## config.mk

```make
export PLATFORM = sky130hd
export DESIGN_NAME = spu_line_fetch_flat
export DESIGN_NICKNAME = d
export VERILOG_FILES = /design/src/rtl/spu_mem_pkg.sv /design/src/rtl/spu_line_fetch_if.sv /design/src/rtl/spu_line_cache.sv /design/src/rtl/spu_line_fetch.sv /design/src/flat_wrapper.sv
export SDC_FILE = /design/constraint.sdc
export NUM_CORES = 1
export LEC_CHECK = 0
export CAP_MARGIN = 0
export CELL_PAD_IN_SITES_DETAIL_PLACEMENT = 1
export CELL_PAD_IN_SITES_GLOBAL_PLACEMENT = 2
export CORE_UTILIZATION = 25
export DETAILED_ROUTE_END_ITERATION = 10
export PLACE_DENSITY_LB_ADDON = 0.08
export SYNTH_ARGS = -nofsm -noshare
export SYNTH_HDL_FRONTEND = slang
export SYNTH_SLANG_ARGS = --single-unit
```

## constraint.sdc

```tcl
create_clock -name clk -period 1.6 [get_ports clk]
set_clock_uncertainty 0.1 [all_clocks]
set_input_delay 0.16 -clock clk [delete_from_list [all_inputs] [get_ports clk]]
set_output_delay 0.16 -clock clk [all_outputs]
set_load 0.05 [all_outputs]
```

## src/rtl/spu_mem_pkg.sv

```systemverilog
// Shared constants, state encoding and capture payload for the SPU line-fetch path.
package spu_mem_pkg;

  localparam int unsigned LINE_BYTES = 16;
  localparam int unsigned LINE_OFF_W = 4;
  localparam int unsigned WORD_OFF_W = 2;
  localparam int unsigned WORD_W     = 32;
  localparam int unsigned LINE_WORDS = 4;
  localparam int unsigned LINE_W     = 128;
  localparam int unsigned WORD_IDX_W = LINE_OFF_W - WORD_OFF_W;

  typedef logic [1:0] state_t;

  localparam state_t ST_IDLE  = 2'd0;
  localparam state_t ST_FETCH = 2'd1;
  localparam state_t ST_DRAIN = 2'd2;
  localparam state_t ST_DONE  = 2'd3;

  typedef logic [WORD_IDX_W-1:0] word_idx_t;

  // Delayed-grant marker: memory data for word idx is on the bus this cycle.
  typedef struct packed {
    logic      vld;
    word_idx_t idx;
  } cap_t;

endpackage

```

## src/rtl/spu_line_fetch_if.sv

```systemverilog
// SPU request/response, data-memory arbiter and CPU snoop signals of the line fetcher.
interface spu_line_fetch_if #(
  parameter int unsigned ADDR_W = 32
);
  import spu_mem_pkg::*;

  logic              spu_req;
  logic [ADDR_W-1:0] spu_addr;
  logic              spu_busy;
  logic              spu_rvalid;
  logic [LINE_W-1:0] spu_read_data;
  logic              mem_en;
  logic [ADDR_W-1:0] mem_addr;
  logic              mem_gnt;
  logic [WORD_W-1:0] mem_rdata;
  logic              snoop_we;
  logic [ADDR_W-1:0] snoop_addr;

  modport master (
    output spu_req, spu_addr, mem_gnt, mem_rdata, snoop_we, snoop_addr,
    input  spu_busy, spu_rvalid, spu_read_data, mem_en, mem_addr
  );

  modport slave (
    input  spu_req, spu_addr, mem_gnt, mem_rdata, snoop_we, snoop_addr,
    output spu_busy, spu_rvalid, spu_read_data, mem_en, mem_addr
  );

endinterface

```

## src/rtl/spu_line_cache.sv

```systemverilog
// Single-line cache: tag/valid/data storage, lookup hit and CPU-write snoop invalidate.
module spu_line_cache
  import spu_mem_pkg::*;
#(
  parameter int unsigned TAG_W = 28
) (
  input  logic              clk,
  input  logic              rst,
  input  logic [TAG_W-1:0]  lookup_tag,
  output logic              hit_c,
  output logic [LINE_W-1:0] data,
  input  logic              load_en,
  input  logic              load_valid,
  input  logic [TAG_W-1:0]  load_tag,
  input  logic [LINE_W-1:0] load_data,
  input  logic              snoop_we,
  input  logic [TAG_W-1:0]  snoop_tag
);

  logic             valid_q;
  logic [TAG_W-1:0] tag_q;

  assign hit_c = valid_q && (tag_q == lookup_tag);

  // A load wins over a same-cycle snoop; the caller folds that snoop into load_valid.
  always_ff @(posedge clk) begin
    if (rst) begin
      valid_q <= 1'b0;
      tag_q   <= '0;
      data    <= '0;
    end else if (load_en) begin
      valid_q <= load_valid;
      tag_q   <= load_tag;
      data    <= load_data;
    end else if (snoop_we && (snoop_tag == tag_q)) begin
      valid_q <= 1'b0;
    end
  end

endmodule

```

## src/rtl/spu_line_fetch.sv

```systemverilog
// spu_line_fetch: builds a 128-bit line from four granted 32-bit reads and returns it to the SPU.
// Define SPU_LINE_FETCH_CACHE_EN to add a one-line cache with CPU-write snoop invalidate.
module spu_line_fetch
  import spu_mem_pkg::*;
#(
  parameter int unsigned ADDR_W = 32
) (
  input logic             clk,
  input logic             rst,
  spu_line_fetch_if.slave bus
);

  localparam int unsigned TAG_W    = ADDR_W - LINE_OFF_W;
  localparam word_idx_t   LAST_IDX = word_idx_t'(LINE_WORDS - 1);

  state_t            state, state_nxt;
  logic [TAG_W-1:0]  tag_q, req_tag_c;
  word_idx_t         issue_cnt, issue_inc_c;
  cap_t              cap_q;
  logic [LINE_W-1:0] line_buf, line_nxt_c, read_data_q, hit_data_c;
  logic              busy_q, rvalid_q, mem_en_q;
  logic              busy_nxt, rvalid_nxt, mem_en_nxt;
  logic [ADDR_W-1:0] mem_addr_q, mem_addr_nxt;
  logic              accept_c, grant_c, last_grant_c, last_cap_c, hit_c;

  assign req_tag_c    = bus.spu_addr[ADDR_W-1:LINE_OFF_W];
  assign accept_c     = (state == ST_IDLE) && bus.spu_req;
  assign grant_c      = mem_en_q && bus.mem_gnt;
  assign last_grant_c = grant_c && (issue_cnt == LAST_IDX);
  assign last_cap_c   = cap_q.vld && (cap_q.idx == LAST_IDX);
  assign issue_inc_c  = issue_cnt + word_idx_t'(1);

  always_ff @(posedge clk) begin
    if (rst) state <= ST_IDLE;
    else     state <= state_nxt;
  end

  always_comb begin
    state_nxt = state;
    case (state)
      ST_IDLE:  if (accept_c) state_nxt = hit_c ? ST_DONE : ST_FETCH;
      ST_FETCH: if (last_grant_c) state_nxt = ST_DRAIN;
      ST_DRAIN: if (last_cap_c) state_nxt = ST_DONE;
      ST_DONE:  state_nxt = ST_IDLE;
      default:  state_nxt = ST_IDLE;
    endcase
  end

  // Registered outputs follow the state being entered; the word index never carries into the tag.
  always_comb begin
    busy_nxt     = (state_nxt != ST_IDLE);
    rvalid_nxt   = (state_nxt == ST_DONE);
    mem_en_nxt   = (state_nxt == ST_FETCH);
    mem_addr_nxt = mem_addr_q;
    if (accept_c && !hit_c)
      mem_addr_nxt = {req_tag_c, {LINE_OFF_W{1'b0}}};
    else if (grant_c && !last_grant_c)
      mem_addr_nxt = {tag_q, issue_inc_c, {WORD_OFF_W{1'b0}}};
  end

  always_ff @(posedge clk) begin
    if (rst) begin
      busy_q     <= 1'b0;
      rvalid_q   <= 1'b0;
      mem_en_q   <= 1'b0;
      mem_addr_q <= '0;
    end else begin
      busy_q     <= busy_nxt;
      rvalid_q   <= rvalid_nxt;
      mem_en_q   <= mem_en_nxt;
      mem_addr_q <= mem_addr_nxt;
    end
  end

  always_comb begin
    line_nxt_c = line_buf;
    for (int k = 0; k < LINE_WORDS; k++) begin
      if (cap_q.idx == word_idx_t'(k)) line_nxt_c[k*WORD_W +: WORD_W] = bus.mem_rdata;
    end
  end

  // Issue counter, delayed-grant capture pipe and line assembly.
  always_ff @(posedge clk) begin
    if (rst) begin
      tag_q       <= '0;
      issue_cnt   <= '0;
      cap_q       <= '0;
      line_buf    <= '0;
      read_data_q <= '0;
    end else begin
      if (accept_c) begin
        tag_q     <= req_tag_c;
        issue_cnt <= '0;
      end else if (grant_c) begin
        issue_cnt <= issue_inc_c;
      end
      cap_q.vld <= grant_c;
      cap_q.idx <= issue_cnt;
      if (cap_q.vld) begin
        line_buf <= line_nxt_c;
        if (last_cap_c) read_data_q <= line_nxt_c;
      end else if (accept_c && hit_c) begin
        read_data_q <= hit_data_c;
      end
    end
  end

`ifdef SPU_LINE_FETCH_CACHE_EN
  logic snoop_cur_c, snoop_req_c, dirty_q, load_valid_c;
  logic unused_addr_bits;

  assign snoop_cur_c  = bus.snoop_we && (bus.snoop_addr[ADDR_W-1:LINE_OFF_W] == tag_q);
  assign snoop_req_c  = bus.snoop_we && (bus.snoop_addr[ADDR_W-1:LINE_OFF_W] == req_tag_c);
  assign load_valid_c = !(dirty_q || snoop_cur_c);
  assign unused_addr_bits = ^{bus.spu_addr[LINE_OFF_W-1:0], bus.snoop_addr[LINE_OFF_W-1:0]};

  // A CPU write to the line in flight makes the returned copy uncacheable.
  always_ff @(posedge clk) begin
    if (rst)                                   dirty_q <= 1'b0;
    else if (accept_c)                         dirty_q <= snoop_req_c;
    else if (state != ST_IDLE && snoop_cur_c)  dirty_q <= 1'b1;
  end

  spu_line_cache #(.TAG_W(TAG_W)) u_cache (
    .clk        (clk),
    .rst        (rst),
    .lookup_tag (req_tag_c),
    .hit_c      (hit_c),
    .data       (hit_data_c),
    .load_en    (state == ST_DONE),
    .load_valid (load_valid_c),
    .load_tag   (tag_q),
    .load_data  (read_data_q),
    .snoop_we   (bus.snoop_we),
    .snoop_tag  (bus.snoop_addr[ADDR_W-1:LINE_OFF_W])
  );
`else
  logic unused_snoop;

  assign hit_c        = 1'b0;
  assign hit_data_c   = '0;
  assign unused_snoop = ^{bus.spu_addr[LINE_OFF_W-1:0], bus.snoop_we, bus.snoop_addr};
`endif

  assign bus.spu_busy      = busy_q;
  assign bus.spu_rvalid    = rvalid_q;
  assign bus.spu_read_data = read_data_q;
  assign bus.mem_en        = mem_en_q;
  assign bus.mem_addr      = mem_addr_q;

endmodule

```

## src/flat_wrapper.sv

```systemverilog
// flat-port wrapper written by rule: the top's interface ports become plain ports
module spu_line_fetch_flat import spu_mem_pkg::*;
#(
  parameter int unsigned ADDR_W = 32
)
  (clk, rst, bus_spu_req, bus_spu_addr, bus_mem_gnt, bus_mem_rdata, bus_snoop_we, bus_snoop_addr, bus_spu_busy, bus_spu_rvalid, bus_spu_read_data, bus_mem_en, bus_mem_addr);
  spu_line_fetch_if #(.ADDR_W(ADDR_W)) bus_i ();
  input logic clk;
  input logic rst;
  input wire logic [$bits(bus_i.spu_req)-1:0] bus_spu_req;
  input wire logic [$bits(bus_i.spu_addr)-1:0] bus_spu_addr;
  input wire logic [$bits(bus_i.mem_gnt)-1:0] bus_mem_gnt;
  input wire logic [$bits(bus_i.mem_rdata)-1:0] bus_mem_rdata;
  input wire logic [$bits(bus_i.snoop_we)-1:0] bus_snoop_we;
  input wire logic [$bits(bus_i.snoop_addr)-1:0] bus_snoop_addr;
  output wire logic [$bits(bus_i.spu_busy)-1:0] bus_spu_busy;
  output wire logic [$bits(bus_i.spu_rvalid)-1:0] bus_spu_rvalid;
  output wire logic [$bits(bus_i.spu_read_data)-1:0] bus_spu_read_data;
  output wire logic [$bits(bus_i.mem_en)-1:0] bus_mem_en;
  output wire logic [$bits(bus_i.mem_addr)-1:0] bus_mem_addr;
  assign bus_i.spu_req = bus_spu_req;
  assign bus_i.spu_addr = bus_spu_addr;
  assign bus_i.mem_gnt = bus_mem_gnt;
  assign bus_i.mem_rdata = bus_mem_rdata;
  assign bus_i.snoop_we = bus_snoop_we;
  assign bus_i.snoop_addr = bus_snoop_addr;
  assign bus_spu_busy = bus_i.spu_busy;
  assign bus_spu_rvalid = bus_i.spu_rvalid;
  assign bus_spu_read_data = bus_i.spu_read_data;
  assign bus_mem_en = bus_i.mem_en;
  assign bus_mem_addr = bus_i.mem_addr;
  spu_line_fetch #(.ADDR_W(ADDR_W)) u_core (.clk(clk), .rst(rst), .bus(bus_i));
endmodule
```

==> results.sh <==
export IMPL_final_nets=1615
export IMPL_critPathKind="reg2reg"
export IMPL_place_inst=2004
export IMPL_peakVddDrop_uv=533
export IMPL_cts_tree="done"
export IMPL_setup_viol=0
export IMPL_drtAntennaViolNets=0
export IMPL_r2r_slack_ns=0.08
export IMPL_grt_pass1_vias=9328
export IMPL_cp_required_ns=1.94
export IMPL_grt_max_degree=66
export IMPL_r2r_end="u_core.bus.mem_addr[16]"
export IMPL_antenna_found_initial=1
export IMPL_drc=0
export IMPL_cp_end_kind="flip-flop"
export IMPL_clock_latency_ns=0.53
export IMPL_cp_max_fo=22
export IMPL_yosysTopAreaCellShare_pct=56.6
export IMPL_drv_cap=0
export IMPL_fp_dieH_um=205
export IMPL_ys_ff_latch=292
export IMPL_drive_above_1_share_pct=18.1
export IMPL_cts_htree_levels=2
export IMPL_r2r_start="u_core.issue_cnt[1]"
export IMPL_p_leak_nw=5.27
export IMPL_hp_start="bus_spu_addr[18]"
export IMPL_drt_iter0_markers=353
export IMPL_fin_cells=2071
export IMPL_overflow=0
export IMPL_post_drt_wl_per_cell_um=16.8
export IMPL_grtUsageTotal_pct=16.3
export IMPL_drt_pass1_iterations=4
export IMPL_mostFrequentLayoutCells="533 x nand2_1, 291 x dfxtp_1, 281 x a21oi_1"
export IMPL_yosysUniqueCellTypes=25
export IMPL_core_um2=40800
export IMPL_via_count=9405
export IMPL_rsz0062_at_grt="no"
export IMPL_final_core_util_pct=35.1
export IMPL_setup_slack_ns=0.0816
export IMPL_synth_edf_count=0
export IMPL_clkTransAtPathRegs_ns=0.06
export IMPL_start_util_pct=25.3
export IMPL_numCtsBuffers=38
export IMPL_synthesis_area_um2=10300
export IMPL_rr_worst_depth=5
export IMPL_max_freq_ghz=0.659
export IMPL_viasPerCell=4.54
export IMPL_pre_cts_ws_ns=-0.268
export IMPL_place_gp_congestion=0.692
export IMPL_min_to="u_core.tag_q[14]"
export IMPL_hold_violations=0
export IMPL_die_w_um=205
export IMPL_yosysWarningCount=0
export IMPL_layout_commonest_cell="nand2_1"
export IMPL_holdPathStages=3
export IMPL_cts_sinks=292
export IMPL_synthArstFlopShare_pct=0
export IMPL_post_cts_buffers=0
export IMPL_syn_inst=1304
export IMPL_yosysSeqAreaShare_pct=56.6
export IMPL_cp_arrival_ns=1.86
export IMPL_post_synth_top_area_cell="dfxtp_1"
export IMPL_dieArea_um2=42100
export IMPL_synth_avg_cell_area_um2=7.92
export IMPL_ios=264
export IMPL_grt_pass1_wl_um=53300
export IMPL_min_period_ns=1.52
export IMPL_finalWirelength_um=34700
export IMPL_status="completed"
export IMPL_hold_class="in2reg"
export IMPL_synthTopCellsByArea="dfxtp_1 57%, nand2_1 19%, a21oi_1 14%, buf_2 2.1%, a211oi_1 2.1%"
export IMPL_rows=74
export IMPL_power_density_nw_per_um2=1200
export IMPL_final_area_um2=14300
export IMPL_cts_root_buf="clkbuf_16"
export IMPL_clockBufferDepth=3
export IMPL_dp_hpwl_um=22200
export IMPL_start_kind="flip-flop"
export IMPL_syn2layout_area_growth_pct=38.8
export IMPL_synth_main_ff_cell="dfxtp_1"
export IMPL_dpl_instance_area_um2=13100
export IMPL_maxSlewViolCount=0
export IMPL_fin_crit_sh_pct=94.9
export IMPL_io_buffers=224
[power by group]
group | switching [W] | internal [W]
registers | 0.0000865 | 0.00741
clock network | 0.00324 | 0.00525
logic | 0.000760 | 0.000453
[per-stage QoR]
| stage | power [W] | setup TNS [ns] | hold slack, ns |
|---|---|---|---|
| floorplan | 0.00829 | 0 | 0.196 |
| global placement | 0.00887 | -8.63 | 0.340 |
| detailed placement | 0.00888 | -10.83 | 0.346 |
| CTS | 0.0175 | 0 | 0.0711 |
| global route | 0.0179 | 0 | 0.105 |
| finish | 0.0172 | 0 | 0.112 |
[kinds of logic after synthesis]
family | Yosys count | share of synthesized area, %
mux | 2 | 0.194
buf+inv | 105 | 4.78
other cells | 1 | 0.0363
compound gates | 313 | 16.0
simple gates | 589 | 22.2
flops | 292 | 56.6
fa+ha+maj | 1 | 0.121
xor+xnor | 1 | 0.0848
[sequential cells by signal, summed over array words and instances, names as in the netlist]
register and count:
u_core.bus.spu_rvalid 1, u_core.bus.mem_en 1, u_core.bus.mem_addr 30, u_core.bus.spu_busy 1
u_core.bus.spu_read_data 128, u_core.tag_q 28, u_core.issue_cnt 2, u_core.state 2
u_core.cap_q 3, u_core.line_buf 96
[Yosys cell counts (3+ instances only)]
cell type	instances
nand2_1	533
dfxtp_1	292
a21oi_1	281
clkbuf_1	52
buf_2	44
nor2_1	33
a211oi_1	29
buf_4	6
nor2b_1	4
nor3_1	4
and3b_1	3
buf_6	3
nand3b_1	3
[metal layers]
| metal | vias up | wire length (um) | GRT usage [%] | part of all wire, % |
|---|---|---|---|---|
| li1 | 4653 | - | - | - |
| met1 | 4525 | 16300 | 21.3 | 47 |
| met2 | 183 | 16000 | 26.4 | 46 |
| met3 | 44 | 1750 | 3.75 | 5.0 |
| met4 | 0 | 654 | 5.40 | 1.9 |
| met5 | - | 0 | 0 | 0 |
[timing repair]
action                                  4_1_cts  5_1_grt
endpoints found under the setup margin       10       13
hold endpoints to repair                     34        0
hold buffers                                  1        0
gates resized for setup                       1        8
[critical path, cell delays in order (launching register included)]
cell and delay [ns]:
dfxtp_1 0.32, ha_2 0.18, and3b_2 0.30, buf_12 0.18
a21oi_1 0.09, a211oi_1 0.25
[final cells by class]
type | count | area (um2)
clock inverter | 6 | 82.6
sequential | 292 | 5850
multi-input combinational | 908 | 4060
antenna | 1 | 2.50
timing repair buffer | 273 | 2540
fill | 4845 | 26500
tap | 532 | 666
clock buffer | 59 | 1150
[worst max path at each step]
stage | startpoint | slack, ns | cells past startpoint | end
final | u_core.issue_cnt[1] | 0.08 | 5 | u_core.bus.mem_addr[16]
after global routing | u_core.issue_cnt[1] | 0.001 | 6 | u_core.bus.mem_addr[16]
after CTS | u_core.issue_cnt[0] | 0.003 | 5 | u_core.bus.mem_addr[31]
after detailed placement | bus_spu_req | -0.27 | 6 | u_core.bus.mem_addr[31]
after global placement | bus_spu_req | -0.19 | 5 | u_core.bus.mem_addr[5]
after floorplan | u_core.issue_cnt[0] | 0.08 | 5 | u_core.bus.mem_addr[19]
Note: power is estimated with default switching activity, not from simulation.
